### src/rtl/mc_pkg.sv
// Shared types and constants for the multicycle MIPS sequencer.
// The optional bne support is selected with the MC_BNE_EN macro.
package mc_pkg;

  typedef enum logic [3:0] {
    FETCH   = 4'd0,
    DECODE  = 4'd1,
    MEMADR  = 4'd2,
    MEMRD   = 4'd3,
    MEMWB   = 4'd4,
    MEMWR   = 4'd5,
    RTYPEEX = 4'd6,
    RTYPEWB = 4'd7,
    BEQEX   = 4'd8,
    ADDIEX  = 4'd9,
    ADDIWB  = 4'd10,
    JEX     = 4'd11
  } statetype;

  localparam logic [5:0] OP_LW    = 6'b100011;
  localparam logic [5:0] OP_SW    = 6'b101011;
  localparam logic [5:0] OP_RTYPE = 6'b000000;
  localparam logic [5:0] OP_BEQ   = 6'b000100;
  localparam logic [5:0] OP_ADDI  = 6'b001000;
  localparam logic [5:0] OP_J     = 6'b000010;
  localparam logic [5:0] OP_BNE   = 6'b000101;

  typedef enum logic [1:0] {
    ALUOP_ADD   = 2'b00,
    ALUOP_SUB   = 2'b01,
    ALUOP_FUNCT = 2'b10
  } aluop_t;

  localparam logic [2:0] ALU_AND = 3'b000;
  localparam logic [2:0] ALU_OR  = 3'b001;
  localparam logic [2:0] ALU_ADD = 3'b010;
  localparam logic [2:0] ALU_SUB = 3'b110;
  localparam logic [2:0] ALU_SLT = 3'b111;

endpackage

### src/rtl/mc_aludec.sv
// ALU decoder: maps the FSM's aluop and the R-type funct field
// onto the 3-bit ALU operation select.
module mc_aludec
  import mc_pkg::*;
(
  input  aluop_t     aluop,
  input  logic [5:0] funct,
  output logic [2:0] alucontrol
);

  // Unknown funct codes fall back to add; the writeback still happens.
  always_comb begin
    alucontrol = ALU_ADD;
    case (aluop)
      ALUOP_ADD: alucontrol = ALU_ADD;
      ALUOP_SUB: alucontrol = ALU_SUB;
      default: begin
        case (funct)
          6'b100000: alucontrol = ALU_ADD;
          6'b100010: alucontrol = ALU_SUB;
          6'b100100: alucontrol = ALU_AND;
          6'b100101: alucontrol = ALU_OR;
          6'b101010: alucontrol = ALU_SLT;
          default:   alucontrol = ALU_ADD;
        endcase
      end
    endcase
  end

endmodule

### src/rtl/mc_controller.sv
// Moore sequencer stepping one MIPS instruction through the
// multicycle datapath. Define MC_BNE_EN to add bne decoding.
module mc_controller
  import mc_pkg::*;
(
  input  logic       clk,
  input  logic       reset,
  input  logic [5:0] op,
  input  logic [5:0] funct,
  input  logic       zero,
  output logic       pcen,
  output logic       iord,
  output logic       memwrite,
  output logic       irwrite,
  output logic       regdst,
  output logic       memtoreg,
  output logic       regwrite,
  output logic       alusrca,
  output logic [1:0] alusrcb,
  output logic [1:0] pcsrc,
  output logic [2:0] alucontrol
);

  statetype state;
  statetype state_n;
  aluop_t   aluop;
  logic     pcwrite;
  logic     branch;
  logic     mw_raw;
  logic     irw_raw;
  logic     rw_raw;
  logic     take;

  // State register; reset restarts at FETCH and abandons any instruction.
  always_ff @(posedge clk) begin
    if (reset) state <= FETCH;
    else       state <= state_n;
  end

`ifdef MC_BNE_EN
  logic isbne;

  // Remember in DECODE whether the branch condition must be inverted.
  always_ff @(posedge clk) begin
    if (reset)                 isbne <= 1'b0;
    else if (state == DECODE)  isbne <= (op == OP_BNE);
  end

  assign take = zero ^ isbne;
`else
  assign take = zero;
`endif

  // Next-state logic; op is only looked at in DECODE and MEMADR.
  always_comb begin
    state_n = FETCH;
    case (state)
      FETCH: state_n = DECODE;
      DECODE: begin
        case (op)
          OP_LW, OP_SW: state_n = MEMADR;
          OP_RTYPE:     state_n = RTYPEEX;
          OP_BEQ:       state_n = BEQEX;
          OP_ADDI:      state_n = ADDIEX;
          OP_J:         state_n = JEX;
`ifdef MC_BNE_EN
          OP_BNE:       state_n = BEQEX;
`else
          OP_BNE:       state_n = FETCH;
`endif
          default:      state_n = FETCH;
        endcase
      end
      MEMADR:  state_n = (op == OP_SW) ? MEMWR : MEMRD;
      MEMRD:   state_n = MEMWB;
      RTYPEEX: state_n = RTYPEWB;
      ADDIEX:  state_n = ADDIWB;
      default: state_n = FETCH;
    endcase
  end

  // Per-state control word; anything not set stays deasserted.
  always_comb begin
    pcwrite  = 1'b0;
    branch   = 1'b0;
    iord     = 1'b0;
    mw_raw   = 1'b0;
    irw_raw  = 1'b0;
    regdst   = 1'b0;
    memtoreg = 1'b0;
    rw_raw   = 1'b0;
    alusrca  = 1'b0;
    alusrcb  = 2'b00;
    pcsrc    = 2'b00;
    aluop    = ALUOP_ADD;
    case (state)
      FETCH: begin
        irw_raw = 1'b1;
        pcwrite = 1'b1;
        alusrcb = 2'b01;
      end
      DECODE: alusrcb = 2'b11;
      MEMADR, ADDIEX: begin
        alusrca = 1'b1;
        alusrcb = 2'b10;
      end
      MEMRD: iord = 1'b1;
      MEMWB: begin
        memtoreg = 1'b1;
        rw_raw   = 1'b1;
      end
      MEMWR: begin
        iord   = 1'b1;
        mw_raw = 1'b1;
      end
      RTYPEEX: begin
        alusrca = 1'b1;
        aluop   = ALUOP_FUNCT;
      end
      RTYPEWB: begin
        regdst = 1'b1;
        rw_raw = 1'b1;
      end
      ADDIWB: rw_raw = 1'b1;
      BEQEX: begin
        alusrca = 1'b1;
        aluop   = ALUOP_SUB;
        pcsrc   = 2'b01;
        branch  = 1'b1;
      end
      JEX: begin
        pcsrc   = 2'b10;
        pcwrite = 1'b1;
      end
      default: ;
    endcase
  end

  assign pcen     = ~reset & (pcwrite | (branch & take));
  assign memwrite = ~reset & mw_raw;
  assign irwrite  = ~reset & irw_raw;
  assign regwrite = ~reset & rw_raw;

  mc_aludec u_aludec (
    .aluop      (aluop),
    .funct      (funct),
    .alucontrol (alucontrol)
  );

endmodule

### config.mk
export PLATFORM = sky130hd
export DESIGN_NAME = mc_controller
export DESIGN_NICKNAME = d
export VERILOG_FILES = /design/src/rtl/mc_pkg.sv /design/src/rtl/mc_aludec.sv /design/src/rtl/mc_controller.sv
export SDC_FILE = /design/constraint.sdc
export NUM_CORES = 1
export LEC_CHECK = 0
export ABC_CLOCK_PERIOD_IN_PS = 2300
export BUFFER_PORTS_ARGS = -buffer_cell sky130_fd_sc_hd__buf_2
export CAP_MARGIN = 40
export CORE_AREA = 4 4 41 43
export DETAILED_ROUTE_END_ITERATION = 16
export DIE_AREA = 0 0 45 47
export HOLD_SLACK_MARGIN = 0.02
export PLACE_DENSITY = 0.7
export SYNTH_ARGS = -nofsm -noshare
export SYNTH_HDL_FRONTEND = slang
export SYNTH_SLANG_ARGS = --single-unit
### constraint.sdc
create_clock -name clk -period 2.3 [get_ports clk]
set_clock_uncertainty 0.05 [all_clocks]
set_input_delay 0.23 -clock clk [delete_from_list [all_inputs] [get_ports clk]]
set_output_delay 0.23 -clock clk [all_outputs]
set_load 0.05 [all_outputs]
Yosys cells after proc, flatten, opt, wreduce, memory -nomap -nowiden
Cells that the tools add are included.
- output and inout port bits: 15
- bits in read-only memories: 0
- input bits: 15
- bits in writable memories: 0
- memories kept: 0
- bits in registers: 4
- logic and storage cells: 55
- latch bits: 0
- shifts and indexed selects: 0
- equal/unequal tests: 21
- div/mod/pow operators: 0
- multiplexer cells: 17
- $mul: 0
- reductions and logical operators: 9
- add/subtract/negate cells: 0
- magnitude comparators: 0
- bitwise operators: 7
- operator list (operator ; count):
    6-bit equality test, second input constant ; 6
    4-bit case mux with 6 select lines ; 1
    4-bit case mux with 5 select lines ; 1
    4-bit by 3-bit equality test with 1-bit output, second input constant ; 4
    4-bit equality test, second input constant ; 4
    3-bit case mux with 4 select lines ; 1
    1-bit 2-to-1 mux ; 9
    4-bit by 2-bit equality test with 1-bit output, second input constant ; 2
    2-bit case mux with 2 select lines ; 2
    2-bit OR reduction ; 4
    6-bit by 2-bit equality test with 1-bit output, second input constant ; 1
    6-bit by 3-bit equality test with 1-bit output, second input constant ; 1
    6-bit by 4-bit equality test with 1-bit output, second input constant ; 1
    6-bit logical NOT ; 1
    2-bit case mux with 3 select lines ; 1
    3-bit case mux with 2 select lines ; 1
    1-bit bitwise AND ; 5
    4-bit by 1-bit equality test with 1-bit output, second input constant ; 1
    4-bit logical NOT ; 1
    4-bit OR reduction ; 1
    3-bit 2-to-1 mux ; 1
    3-bit OR reduction ; 1
    2-bit by 1-bit equality test with 1-bit output, second input constant ; 1
    2-bit logical NOT ; 1
    2 further kinds ; 2

Longest topological paths before layout
- word-level depth: 5
- depth in mapped cells: 5

By module
From an unflattened synthesis, not the netlist that was laid out.
- cells, all modules: 68
- area, all modules: 535.5 sq um
- modules (own cells, without submodules) (module ; area each (sq um) ; instances ; cells an instance ; sequential area each (sq um)):
    mc_controller ; 471.7 ; 1 ; 60 ; 80.1
    mc_aludec ; 63.8 ; 1 ; 8 ; 0.0

Least setup slack after synthesis
OpenSTA, ideal clock, no wires.
- path type: register -> output
- start: reg state[1]
- end: out regwrite
- stages on the path, launching flop included: 5
- setup slack: -0.448 ns
- arrival time: 2.468 ns
- data required time: 2.020 ns
- path buffers: 1
- path through: dfxtp_1 > clkbuf_1 > nor3_1 > a21oi_1 > nor2_1
- word-level cells in the longest chain between the ends: 4
- elaborated cells on any way between the ends: 6
- classes of those cells: eq/ne (3); mux (1); bitwise (1); reduce/logical (1)
- ends and longest elaborated chain (item ; RTL line ; text):
    from (decl) ; mc_controller.sv:24 ; statetype state;
    from (signal assigned) ; mc_controller.sv:37 ; else state <= state_n;
    4-bit equality test / 4-bit by 3-bit equality test with 1-bit output (equally long branches) ; mc_controller.sv:96 ; case (state)
    3-bit OR reduction (no source line) (*) ; - ;
    1-bit 2-to-1 mux (*) ; mc_controller.sv:96 ;
    1-bit bitwise AND (*) ; mc_controller.sv:142 ; assign regwrite = ~reset & rw_raw;
    to (decl) ; mc_controller.sv:17 ; output logic regwrite,
Every way passes the cells marked *; elsewhere a longest branch is shown, timed or not.

Worst setup path after layout
- start: reg state[3]
- end: out alucontrol[2]
- word-level cells in the longest chain between the ends: 4
- elaborated cells on any way between the ends: 6
- classes of those cells: eq/ne (3); mux (2); reduce/logical (1)
- ends and longest elaborated chain (item ; RTL line ; text):
    4-bit equality test / 4-bit by 3-bit equality test with 1-bit output (equally long branches) ; mc_controller.sv:96 ;
    2-bit case mux with 2 select lines (*) ; mc_controller.sv:96 ;
    2-bit by 1-bit equality test with 1-bit output / 2-bit logical NOT (equally long branches) ; mc_aludec.sv:14 ; case (aluop)
    3-bit case mux with 2 select lines (*) ; mc_aludec.sv:14 ;
    to (decl) ; mc_controller.sv:21 ; output logic [2:0] alucontrol
Marks and branches as above.

==> impl_metrics.tcl <==
set metrics [dict create \
    status "finished, final reports clean" \
    die_w_um 45 \
    syn_nets 86 \
    path_buf_inv 1 \
    path_depth 4 \
    synth_compound_area_share_pct 23.6 \
    switchingPower_mw 0.0894 \
    clockBufferDepth 2 \
    place.gp.congestion 0.769 \
    core_um2 1300 \
    crit_type "register to output port" \
    tightest_slew_ns 0.388 \
    largest_register_ffs 4 \
    p_clk_share_pct 33.9 \
    async_reset_ff_share_pct 0 \
    slew_viol_final 0 \
    synth-edff-count 0 \
    num_rows 13 \
    syn_area_um2 493 \
    synth.most_common_cell "nor3_1" \
    worst_setup_path_start_kind "register" \
    layout-drive-gt1-share_pct 40.2 \
    die_y_um 47 \
    synth_top_area_share_pct 16.2 \
    cts_setup_buffers 0 \
    grt.total_usage_pct 13.9 \
    reg2reg_depth 5 \
    avgSynthCellArea_um2 6.94 \
    critPathMaxFanout 14 \
    hold_viol_final 0 \
    p_int_mw 0.167 \
    yosys.area_share.adder_pct 0 \
    whs_ns 0.199 \
    initial_core_util_pct 37.9 \
    dp_hpwl_um 1150 \
    vias 622 \
    grt_pass1_wl_um 2210 \
    synth_top_family_by_area "simple AND/OR/NAND/NOR gates" \
    synthFlopType "dfxtp_1" \
    p_seq_share_pct 28.9 \
    portBuffers 29 \
    syn2layout_area_growth_pct 40.9 \
    post-place-cells 114 \
    yosys.area_share.simple_pct 45.9 \
    finalCriticalPeriod_ns 2.17 \
    worst_ep_required_time_ns 2.02 \
    grt_overflow 0 \
    wl_per_cell_um 11.5 \
    grt_max_degree 15 \
    maxSlewHeadroom_pct 74.1 \
    maxCapViolCount 0 \
    grt_pass1_vias 555 \
    crit_slowest_cell "or4b_1" \
    ant_nets 0 \
    viasPerCell 5.32 \
    synth_area_leaders "dfxtp_1 (16%), nor3_1 (9.1%), nand2b_1 (6.3%)" \
    postCtsHoldBufs 0 \
    end_kind "output port" \
    worstSkewPairLatency_ns 0.24 \
    cts_tree "yes" \
    clockRootBuffer "clkbuf_4" \
    diodes 0 \
    final_cell_count_no_fill 117 \
    final.period_utilization_pct 94.5 \
    rsz0062_at_grt "false" \
    fill_cells 147 \
    ys_seq_area_share_pct 16.2 \
    cp_top_family "simple AND/OR/NAND/NOR gates" \
    largestRegisters "state (4)" \
    synthXorXnorAreaFrac_pct 7.11 \
    worst_ir_drop_vdd_mv 0.172 \
    first_iter_violations 8 \
    route.detailed.drc 0 \
    tns_ns 0 \
    synth_mux_area_share_pct 2.03 \
    cts_resized 0 \
    worstPathCellList "nand2b_1, or4b_1, o21bai_1, buf_2" \
    power_leakage_nw 0.315 \
    largest_register "state" \
    comb_power_share_pct 37.3 \
    cts_buffers 3 \
    p_sw_share_pct 34.9 \
    synthCells 71 \
    slowest_delay_ns 0.54 \
    clock.fmax_mhz 460 \
    setup_viol 0 \
    synth_seq_cells 4 \
    cts_sinks 4 \
    nets 119 \
    hold_depth 2 \
    yosys.cell_types.count 33 \
    htreeDepth 1 \
    hold_path.class "input pin to register" \
    antenna_found_initial 0 \
    yosysWarnings 0 \
    first_pass_iters 4 \
    synth.cells.most_frequent "nor3_1 (9), nor2_1 (8), a21oi_1 (5), nand2b_1 (5), dfxtp_1 (4)" \
    synth_top_cell_by_area "dfxtp_1" \
    clk_pin_slew_ns 0.04 \
    p_per_area_nw_per_um2 369 \
    pin_count 30 \
    drt_wl_total_um 1350 \
    dieArea_um2 2120 \
    arrival_ns 1.89 \
]
## final timing paths
path | start | end | slack (ns)
max | state[3]$_SDFF_PP0_ | alucontrol[2] | 0.13
min | reset | state[3]$_SDFF_PP0_ | 0.20
max reg2reg | state[0]$_SDFF_PP0_ | state[1]$_SDFF_PP0_ | 0.62
min reg2reg | state[1]$_SDFF_PP0_ | state[0]$_SDFF_PP0_ | 0.50
## area by class of cell
| class | instances | area, µm² | share of cell area [%] |
|---|---|---|---|
| Clock buffer | 3 | 22.5 | 3.24 |
| Inverter | 2 | 7.51 | 1.08 |
| Multi-Input combinational cell | 61 | 398 | 57.3 |
| Sequential cell | 4 | 80.1 | 11.5 |
| Tap cell | 15 | 18.8 | 2.70 |
| Timing Repair Buffer | 32 | 168 | 24.1 |
## layout by cell type (no fill, tap or decap), drive strengths merged, types with 2 or more instances in the layout
| cell type | count |
|---|---|
| nor3 | 9 |
| or4 | 3 |
| inv | 2 |
| clkbuf | 3 |
| nand2 | 2 |
| a21oi | 5 |
| nor2 | 8 |
| dfxtp | 4 |
| or3 | 3 |
| a21o | 2 |
| xnor2 | 3 |
| nor3b | 2 |
| nand2b | 6 |
| o21ai | 2 |
| a31oi | 2 |
| buf | 32 |
## cell families after synthesis
logic type / Yosys count
buffers and inverters: 6
AND/OR/NAND/NOR: 39
XOR/XNOR: 4
multiplexers: 1
flip-flops: 4
AO/OA/AOI/OAI: 17
## power by group through the flow
stage	Sequential [mW]	Clock [mW]	Combinational (mW)
2_1_floorplan	0.0754	0	0.0637
3_3_place_gp	0.0750	0	0.0943
3_5_place_dp	0.0751	0	0.0961
4_1_cts	0.0740	0.0907	0.0963
5_1_grt	0.0744	0.0961	0.104
6_report	0.0739	0.0867	0.0955
## metal layers
layer / up-vias / global-route usage [%] / wire length (µm)
met1: 272 / 14.8 / 546
met3: 0 / 2.68 / 119
li1: 327 / - / -
met5: - / 0 / 0
met2: 23 / 26.8 / 683
met4: 0 / 5.26 / 0
## per-stage QoR
stage | power (mW) | utilization, % | cell area [µm²] | worst slack [ns]
floorplan | 0.139 | - | 503 | -0.0129
global placement | 0.169 | 51.6 | 672 | 0.402
detailed placement | 0.171 | 51.6 | 672 | 0.368
CTS | 0.261 | 53.4 | 694 | 0.116
global route | 0.275 | 53.4 | 694 | 0.00501
finish | 0.256 | 53.4 | 694 | 0.126
## worst register-to-register path, cell delays in order, from the launching register on
cell	delay (ns)
dfxtp_1	0.32
buf_4	0.20
nand2b_4	0.09
or3_1	0.32
or4_1	0.48
a21oi_1	0.15
(Power assumes the default switching activity.)
